**src/rtl/mem_port_arbiter.sv**
```systemverilog
// mem_port_arbiter: shares one single-port RAM (st/oe/addr/data) between the
// CPU instruction-fetch port (I) and the data port (D).
// - Each access goes through IDLE -> ACCESS -> DONE. Round-robin decides
//   which port wins when both ports request in the same IDLE cycle.
// - Reads hold mem_oe for RD_LAT cycles. Writes (D port only) pulse mem_st
//   for one cycle.
// - The owner receives a one-cycle ack in DONE.
// - All outputs are registered.
// Optional feature: define ARB_STATS_EN to add the saturating 16-bit grant
// counters i_grant_cnt / d_grant_cnt.
module mem_port_arbiter #(
  parameter int ADDR_W = 8,
  parameter int DATA_W = 16,
  parameter int RD_LAT = 1    // legal range 1-4
) (
  input  logic              clk,
  input  logic              reset,
  input  logic              i_req,
  input  logic [ADDR_W-1:0] i_addr,
  output logic              i_ack,
  output logic [DATA_W-1:0] i_rdata,
  input  logic              d_req,
  input  logic              d_we,
  input  logic [ADDR_W-1:0] d_addr,
  input  logic [DATA_W-1:0] d_wdata,
  output logic              d_ack,
  output logic [DATA_W-1:0] d_rdata,
`ifdef ARB_STATS_EN
  output logic [15:0]       i_grant_cnt,
  output logic [15:0]       d_grant_cnt,
`endif
  output logic              mem_st,
  output logic              mem_oe,
  output logic [ADDR_W-1:0] mem_addr,
  output logic [DATA_W-1:0] mem_wdata,
  input  logic [DATA_W-1:0] mem_rdata
);

  typedef enum logic [1:0] {IDLE, ACCESS, DONE} state_t;

  localparam int LAT_W = 2;  // counts 0..RD_LAT-1, RD_LAT <= 4

  state_t           state;
  logic             owner_d;   // 1 = current access belongs to the D port
  logic             last_d;    // 1 = last grant went to D, 0 = to I
  logic             op_we;     // latched write flag of the current access
  logic [LAT_W-1:0] lat_cnt;
  logic             any_req;
  logic             grant_d;

  // Arbitration decision for the current IDLE cycle: on a tie, grant the
  // port that did not win last time.
  // NOTE: combinational blocks assign every output unconditionally, so no
  // latch is inferred.
  always_comb begin
    any_req = i_req | d_req;
    grant_d = d_req & (~i_req | ~last_d);
  end

  // Access sequencer. It owns every registered output and the arbitration
  // history.
  // NOTE: sequential state uses non-blocking assignments only, so every
  // register samples the pre-edge values of the other registers.
  always_ff @(posedge clk) begin
    if (reset) begin
      // NOTE: there is no RAM array here. Only the flops are reset, and that
      // includes the rdata holding registers, so an aborted read leaves no
      // stale data.
      state     <= IDLE;
      owner_d   <= 1'b0;
      last_d    <= 1'b0;
      op_we     <= 1'b0;
      lat_cnt   <= '0;
      i_ack     <= 1'b0;
      d_ack     <= 1'b0;
      i_rdata   <= '0;
      d_rdata   <= '0;
      mem_st    <= 1'b0;
      mem_oe    <= 1'b0;
      mem_addr  <= '0;
      mem_wdata <= '0;
    end else begin
      unique case (state)
        IDLE: begin
          i_ack <= 1'b0;
          d_ack <= 1'b0;
          if (any_req) begin
            owner_d  <= grant_d;
            last_d   <= grant_d;
            op_we    <= grant_d & d_we;
            lat_cnt  <= '0;
            mem_addr <= grant_d ? d_addr : i_addr;
            if (grant_d) mem_wdata <= d_wdata;
            // Only the D port can write. A fetch is always a read.
            mem_st   <= grant_d & d_we;
            mem_oe   <= ~(grant_d & d_we);
            state    <= ACCESS;
          end else begin
            mem_st <= 1'b0;
            mem_oe <= 1'b0;
          end
        end

        ACCESS: begin
          if (op_we) begin
            mem_st <= 1'b0;
            d_ack  <= 1'b1;
            state  <= DONE;
          end else if (lat_cnt == LAT_W'(RD_LAT - 1)) begin
            // Last cycle with oe high: the RAM data is valid now.
            mem_oe <= 1'b0;
            if (owner_d) begin
              d_rdata <= mem_rdata;
              d_ack   <= 1'b1;
            end else begin
              i_rdata <= mem_rdata;
              i_ack   <= 1'b1;
            end
            state <= DONE;
          end else begin
            lat_cnt <= lat_cnt + 1'b1;
          end
        end

        DONE: begin
          i_ack  <= 1'b0;
          d_ack  <= 1'b0;
          mem_st <= 1'b0;
          mem_oe <= 1'b0;
          state  <= IDLE;
        end

        default: state <= IDLE;
      endcase
    end
  end

`ifdef ARB_STATS_EN
  // Saturating per-port grant counters. Each counter steps at the grant made
  // in IDLE.
  always_ff @(posedge clk) begin
    if (reset) begin
      i_grant_cnt <= '0;
      d_grant_cnt <= '0;
    end else if (state == IDLE && any_req) begin
      if (grant_d) begin
        if (d_grant_cnt != 16'hFFFF) d_grant_cnt <= d_grant_cnt + 1'b1;
      end else begin
        if (i_grant_cnt != 16'hFFFF) i_grant_cnt <= i_grant_cnt + 1'b1;
      end
    end
  end
`endif

endmodule

```
**config.mk**
```make
export PLATFORM = sky130hd
export DESIGN_NAME = mem_port_arbiter
export DESIGN_NICKNAME = d
export VERILOG_FILES = /design/src/rtl/mem_port_arbiter.sv
export SDC_FILE = /design/constraint.sdc
export NUM_CORES = 1
export LEC_CHECK = 0
export ABC_AREA = 0
export CAP_MARGIN = 20
export CORE_UTILIZATION = 36
export DETAILED_ROUTE_END_ITERATION = 6
export GPL_TIMING_DRIVEN = 0
export PLACE_DENSITY_LB_ADDON = 0.05
export SETUP_SLACK_MARGIN = 0.3
export SYNTH_ARGS = -nofsm -noshare
export SYNTH_HDL_FRONTEND = slang
export SYNTH_SLANG_ARGS = --single-unit
export TNS_END_PERCENT = 20
```
**constraint.sdc**
```tcl
create_clock -name clk -period 2.65 [get_ports clk]
set_clock_uncertainty 0.2 [all_clocks]
set_input_delay 0.265 -clock clk [delete_from_list [all_inputs] [get_ports clk]]
set_output_delay 0.265 -clock clk [all_outputs]
set_load 0.005 [all_outputs]
```
-- Yosys cells after proc, flatten, opt, wreduce, memory -nomap -nowiden
Index checks and enable logic that the tools add are counted.
Widths: inputs -> output; s select.
- bits of input ports: 53
- flip-flop bits (word level): 66
- output and inout port bits: 60
- logic and storage cells: 71
- add/sub/neg operators: 1
- reductions and logical operators: 16
- multiplexer cells: 24
- bitwise operators: 8
- equality and inequality tests: 10
- operator list (cell ; number):
    $reduce_and 4->1 ; 4
    $mux 2 ; 6
    $ne 2x2->1 const B ; 6
    $mux 1 ; 11
    $reduce_and 3->1 ; 3
    $mux 8 ; 1
    $pmux 2 s2 ; 2
    $ne 3x3->1 const B ; 2
    $pmux 1 s3 ; 2
    $reduce_and 2->1 ; 3
    $logic_not 2->1 ; 2
    $not 1->1 ; 4
    $pmux 1 s2 ; 2
    $reduce_bool 2->1 ; 2
    $reduce_bool 3->1 ; 1
    $add 2x1->2 const B ; 1
    $and 1x1->1 ; 2
    $eq 2x1->1 const B ; 1
    $eq 2x2->1 const B ; 1
    $or 1x1->1 ; 2
    $reduce_or 2->1 ; 1

-- Depth between registers and ports, before layout
Gate-level depths: netlist of run 1.
- word-level depth: 7
- gate-level depth with buffers: 8
- gate-level depth less buffers: 6

-- Worst setup path before layout of run 1
OpenSTA, ideal clock, no wires.
- path type: flip-flop to flip-flop
- start point: register state[0]
- end point: register lat_cnt[1]
- cell stages (with the launch flop): 7
- path slack: 839 ps
- data arrival time: 1546 ps
- path buffers: 0
- data required time: 2385 ps
- clock period less this slack: 1811 ps
- setup time: 65 ps
- cells stage by stage: dfxtp_1 inv_1 ha_1 or3b_1 o2111ai_1 mux2_1 nor2_1
- word-level cells in the longest chain between the ends: 3
- elaborated cells on any way between the ends: 8
- classes of those cells: eq/ne: 4; mux: 1; reduce/logical: 3
- RTL lines (element ; line ; text):
    start: declaration ; 43 ; state_t state;
    start signal: assignment ; 69 ; state <= IDLE;
    start signal: assignment ; 97 ; state <= ACCESS;
    start signal: assignment ; 108 ; state <= DONE;
    $eq 2x1->1 or $logic_not 2->1 (tied branches) ; 83 ; unique case (state)
    $ne 2x2->1 (no source line) or $reduce_bool 2->1 (tied branches) ; n/a ;
    $reduce_and 4->1 (no source line) ; n/a ;
    end signal: assignment ; 121 ; lat_cnt <= lat_cnt + 1'b1;
    end: declaration ; 47 ; logic [LAT_W-1:0] lat_cnt;
Parallel ways exist; a longest one is shown, timed or not.
A chain may end at the register's enable or synchronous reset.

-- Final worst setup path of run 1
- start point: register state[0]
- end point: register i_rdata[1]
- word-level cells in the longest chain between the ends: 2
- RTL lines (element ; line ; text):
    $eq 2x1->1 ; 83 ;
    $reduce_and 4->1 (no source line) ; n/a ;
    end signal: assignment ; 116 ; i_rdata <= mem_rdata;
    end: declaration ; 21 ; output logic [DATA_W-1:0] i_rdata,
No other way between the ends.

==> impl_metrics.ini, run 1 <==
[finish]
drive_gt1_share_pct = 6.71
final_util_pct = 59.5
nets = 502
diodes = 0
syn_to_final_growth_pct = 57.1

[clock_network]
cts.sinks = 66
cts_made_buffers = 9
clk_pin_slew_ns = 0.08
htreeDepth = 3
cts_root_buf = clkbuf_8
cts_buffer_depth = 2
cts_tree = yes
ctsHoldBuffers = 0
cts_resized = 0
clkLatencyLatePin_ns = 0.33
post_cts_buffers = 0

[route]
vias_per_cell = 4.66
drt_iter0_drc = 93
wl_per_cell_um = 13.0
drtPass1Iterations = 4
wl_um = 7070
num_vias = 2528
final_antenna_net_count = 0
remaining_drc_errors = 0

[synth]
synth_common_cells = 106 x nand2_1, 66 x dfxtp_1, 56 x a21oi_1
synth_area_leaders = dfxtp_1 51%, nand2_1 15%, a21oi_1 11%
async_reset_ff_share_pct = 0
yosysMostFrequentCell = nand2_1
syn-cell-area_mm2 = 0.00260
syn_area_per_cell_um2 = 8.15
synth-seq-area-share_pct = 50.8
synth_cell_types = 32
synth_edf_count = 0
synth.largest_area_cell = dfxtp_1
synth_top_flop_cell = dfxtp_1
synth_top_area_share_pct = 50.8
synth.net_count = 379
synth_cells = 319
synth_seq_cells = 66
synth-warning-count = 0

[critical_path]
reg2reg_to = i_rdata[1]$_SDFFE_PP0P_
cp.arrival_ns = 2.13
crit_chain = ha_1 > nand2_2 > nor3_2 > buf_2 > nand2_1 > a21oi_1
critPathMaxStageDelay_ns = 0.45
required_ns = 2.71
worst_r2r_path_depth = 6
crit_start = state[0]$_SDFFE_PP0P_
start_kind = register
path_class = reg2reg
cp_max_fo = 10
r2r_slack_ns = 0.58
slowest_stage = dfxtp_1
endpoint_kind = register
timing.rr.start = state[0]$_SDFFE_PP0P_

[floorplanning]
fp.dieH_um = 87.0
io_pins = 113
die_area_mm2 = 0.00757
coreArea_mm2 = 0.00687
rows = 30
initial_utilization_pct = 37.9
die_width_um = 87.0

[run_status]
status = finished, final reports clean

[global_route]
grt_antenna_before_repair = 0
track_usage_pct = 19.3
grt_max_degree = 13
gr-total-overflow = 0
grt_pass1_vias = 2386
grt_pass1_wl_um = 11200

[placed_design]
gp_congestion = 0.884
numPortBuffers = 112
dp_hpwl_um = 5070
dpl_worst_slack_ns = 0.493

[worst_hold_path]
min-delay-start = i_rdata[5]$_SDFFE_PP0P_
hold_depth = 2
worstHoldPathType = reg2reg
hold_path_end = i_rdata[5]$_SDFFE_PP0P_

[job]
cap_violations = 0

[timing]
whs_ns = 0.253
fin_crit_ns = 2.07
timing.final.crit_share_pct = 78.0
setup_tns_ns = 0
rsz0062_at_grt = no
report.final.hold_viol_count = 0
relSlewSlack_pct = 62.2
worstMarginPinSlew_ns = 0.567
fin_ws_ns = 0.582
fmax_ghz = 0.484
setup_viol = 0
slew_viol_final = 0

[power_and_ir_drop]
ir_drop_mv = 0.298
power.density_mw_per_mm2 = 653
p_leak_nw = 1.50
==> power breakdown <==
group | internal (mW) | switching, mW | total (mW) | leakage (nW)
clock network | 0.629 | 0.398 | 1.03 | 0.117
registers | 1.07 | 0.0441 | 1.11 | 0.539
logic | 0.285 | 0.241 | 0.526 | 0.842
==> cells in the final DEF (no fill, tap or decap), types with 7 or more instances in the layout <==
master | Yosys | final
nor2_1 | 13 | 13
clkbuf_8 | 0 | 9
dfxtp_1 | 66 | 66
buf_2 | 8 | 8
a211oi_1 | 8 | 8
clkdlybuf4s50_1 | 0 | 112
mux2i_1 | 10 | 10
nand2_1 | 106 | 106
a21oi_1 | 56 | 56
clkbuf_1 | 8 | 9
ha_1 | 7 | 7
==> per-stage QoR <==
stage | cells | power (mW) | cell area, um2
floorplan | 319 | 1.38 | 2600
global route | 543 | 2.80 | 4080
finish | 543 | 2.67 | 4080
CTS | 543 | 2.69 | 4080
global placement | 527 | 1.66 | 3840
detailed placement | 527 | 1.67 | 3840
==> flip-flops by register name (all words and copies together) (netlist names), 2 cells and up <==
register   count
mem_wdata     16
lat_cnt        2
d_rdata       16
state          2
mem_addr       8
i_rdata       16
==> worst max-delay path, delay by kind of cell, from the launching register on <==
family | cells | cell delay [ns]
adders and majority gates | 1 | 0.30
AOI/OAI and AO/OA | 1 | 0.13
and+or+nand+nor | 3 | 0.59
DFF | 1 | 0.45
buffers and inverters | 1 | 0.32
==> layout make-up <==
class	instances	area [um2]
clock buffers	10	128
repair buffers	112	1120
plain buffers	19	88.8
multi-input cells	229	1170
clock inverters	6	115
well taps	96	120
flip-flops and latches	66	1320
fillers	656	2790
inverters	5	18.8
==> how the worst max path moves through the flow <==
stage	end	slack, ns	cells past startpoint
floorplan	lat_cnt[1]$_SDFFE_PP0P_	0.84	6
global placement	mem_wdata[15]$_SDFFE_PP0P_	0.50	6
detailed placement	mem_wdata[15]$_SDFFE_PP0P_	0.49	6
CTS	i_rdata[8]$_SDFFE_PP0P_	0.59	6
global route	i_rdata[1]$_SDFFE_PP0P_	0.44	7
finish	i_rdata[1]$_SDFFE_PP0P_	0.58	6
==> kinds of logic after synthesis <==
| group | count (synthesis) | synth area share, % |
|---|---|---|
| multiplexers | 11 | 4.28 |
| adder cells (fa/ha/maj) | 7 | 3.37 |
| buffers and inverters | 24 | 4.14 |
| flip-flops | 66 | 50.8 |
| AO/OA/AOI/OAI | 75 | 15.9 |
| AND/OR/NAND/NOR | 136 | 21.5 |
==> layer usage <==
metal	wire length [um]	global-route usage, %	vias up
met2	3130	30.4	77
met3	570	6.54	7
met4	59	7.58	0
met1	3310	24.4	1141
met5	0	0	-
li1	-	-	1303
Power figures use the tool's default switching activity.
==> inputs of run 2 (changes only) <==
==> constraint.sdc (replaced) <==
create_clock -name clk -period 1.7 [get_ports clk]
set_clock_uncertainty 0.2 [all_clocks]
set_input_delay 0.17 -clock clk [delete_from_list [all_inputs] [get_ports clk]]
set_output_delay 0.17 -clock clk [all_outputs]
set_load 0.005 [all_outputs]
==> impl_metrics.ini, run 2 (synthesis gave the netlist of run 1 again) <==
[global_route]
gr-total-overflow = 0
grt_antenna_before_repair = 0
grt_pass1_wl_um = 12300
track_usage_pct = 21.5
grt_max_degree = 13
grt_pass1_vias = 2545

[route]
wl_um = 7950
wl_per_cell_um = 14.2
final_antenna_net_count = 0
num_vias = 2728
drt_iter0_drc = 120
drtPass1Iterations = 4
vias_per_cell = 4.85
remaining_drc_errors = 0

[clock_network]
cts_buffer_depth = 2
htreeDepth = 3
cts_made_buffers = 9
clkLatencyLatePin_ns = 0.34
cts_root_buf = clkbuf_8
cts.sinks = 66
clk_pin_slew_ns = 0.08
cts_tree = yes

[floorplanning]
io_pins = 113
initial_utilization_pct = 37.9
die_width_um = 87.0
die_area_mm2 = 0.00757
rows = 30
fp.dieH_um = 87.0
coreArea_mm2 = 0.00687

[finish]
final_common_cell = nand2_1
num-fill-cells = 603
final_util_pct = 69.1
layout_common_cells = 63 x nand2_1, 61 x dlygate4sd2_1, 51 x clkdlybuf4s50_1, 45 x dfxtp_1
nets = 521
top_regs = d_rdata (16), i_rdata (16), mem_wdata (16)
drive_gt1_share_pct = 37.1
multi_input_area_mm2 = 0.00162
seq_area_mm2 = 0.00136
syn_to_final_growth_pct = 82.7
diodes = 0

[power_and_ir_drop]
ir_drop_mv = 0.582
power_mw = 4.33
power.density_mw_per_mm2 = 912
p_switching_mw = 1.22
p_leak_nw = 1.97
internal-power_mw = 3.11
power.share.combinational_pct = 26.4
p_clk_share_pct = 33.3
switching_share_pct = 28.2
power_frac_seq_pct = 40.3

[timing]
fmax_ghz = 0.566
report.final.hold_viol_count = 0
fin_crit_ns = 1.77
timing.final.crit_share_pct = 104
fin_ws_ns = -0.0670
rsz0062_at_grt = yes
relSlewSlack_pct = 50.7
worstMarginPinSlew_ns = 0.740
slew_viol_final = 0
setup_viol = 7

[critical_path]
cp.arrival_ns = 1.85
critPathMaxStageDelay_ns = 0.41
required_ns = 1.78
path_delay_family = simple AND/OR/NAND/NOR gates
crit_chain = inv_4 > ha_4 > or3b_4 > o2111ai_4 > mux2_4 > nor2_2
slowest_stage = or3b_4
path_buf_inv = 1
cp_max_fo = 5
endpoint_kind = register
start_kind = register
path_class = reg2reg

[placed_design]
dp_hpwl_um = 5130
gp_congestion = 0.815
numPortBuffers = 112
dpl_worst_slack_ns = -0.377

[worst_hold_path]
worstHoldPathType = in2reg

[job]
cap_violations = 0

[run_status]
status = finished, violations left
violations = setup timing
[run 2: changes by cell type in the layout (fill, tap and decap cells not counted), sizes merged]
| cell | delta |
|---|---|
| clkdlybuf4s50 | -61 |
| clkinv | -1 |
| buf | +20 |
| bufinv | -1 |
| dlygate4sd2 | +61 |
| clkinvlp | +2 |
| clkbuf | -1 |
[run 2: worst paths after layout]
check / from / slack, ns / endpoint / depth (start not counted)
setup / recovery: state[0]$_SDFFE_PP0P_ / -0.07 / lat_cnt[1]$_SDFFE_PP0P_ / 6
hold / removal: d_wdata[6] / 0.18 / mem_wdata[6]$_SDFFE_PP0P_ / 3
setup reg to reg: state[0]$_SDFFE_PP0P_ / -0.07 / lat_cnt[1]$_SDFFE_PP0P_ / 6
hold reg to reg: mem_wdata[15]$_SDFFE_PP0P_ / 0.25 / mem_wdata[15]$_SDFFE_PP0P_ / 2
[run 2: power by group through the flow]
stage	clock network [mW]	logic, mW	registers, mW
after floorplan	0	0.403	1.78
after global placement	0	0.853	1.77
after detailed placement	0	0.862	1.77
after CTS	1.49	1.10	1.74
after global routing	1.55	1.23	1.76
final	1.44	1.14	1.75
[run 2: timing repair]
action,CTS,global route
setup buffers,15,2
pin swaps,55,16
cloned,2,0
setup endpoints to repair,126,66
resized for setup,209,16
hold buffers,0,0
[run 2: stage by stage]
step                instances  hold slack [ns]  instance area, um2  setup TNS (ns)
CTS                       560            0.163                4670         -0.0723
finish                    562            0.176                4750         -0.0917
detailed placement        527            0.246                3910          -15.16
global placement          527            0.241                3910          -14.31
floorplan                 319            0.106                2670               0
global route              562            0.158                4750          -0.875
[run 2: metal layers]
| metal | track usage [%] | up-vias | share of wire [%] |
|---|---|---|---|
| met5 | 0 | - | 0 |
| met4 | 7.88 | 0 | 1.4 |
| met3 | 7.49 | 8 | 5.5 |
| met2 | 35.9 | 71 | 51 |
| met1 | 25.5 | 1304 | 43 |
| li1 | - | 1345 | - |
[run 2: layout make-up]
cell class / instances / share of cell area (%)
multi-input combinational: 229 / 34.2
timing repair buffer: 131 / 26.0
inverter: 5 / 0.501
buffer: 19 / 3.64
clock inverter: 6 / 1.92
tap: 96 / 2.53
clock buffer: 10 / 2.69
sequential: 66 / 28.5
[run 2: worst register-to-register path, stage by stage (launching register included)]
cell and delay, ns:
dfxtp_4 0.38, inv_4 0.07, ha_4 0.14, or3b_4 0.41, o2111ai_4 0.10, mux2_4 0.33
nor2_2 0.07
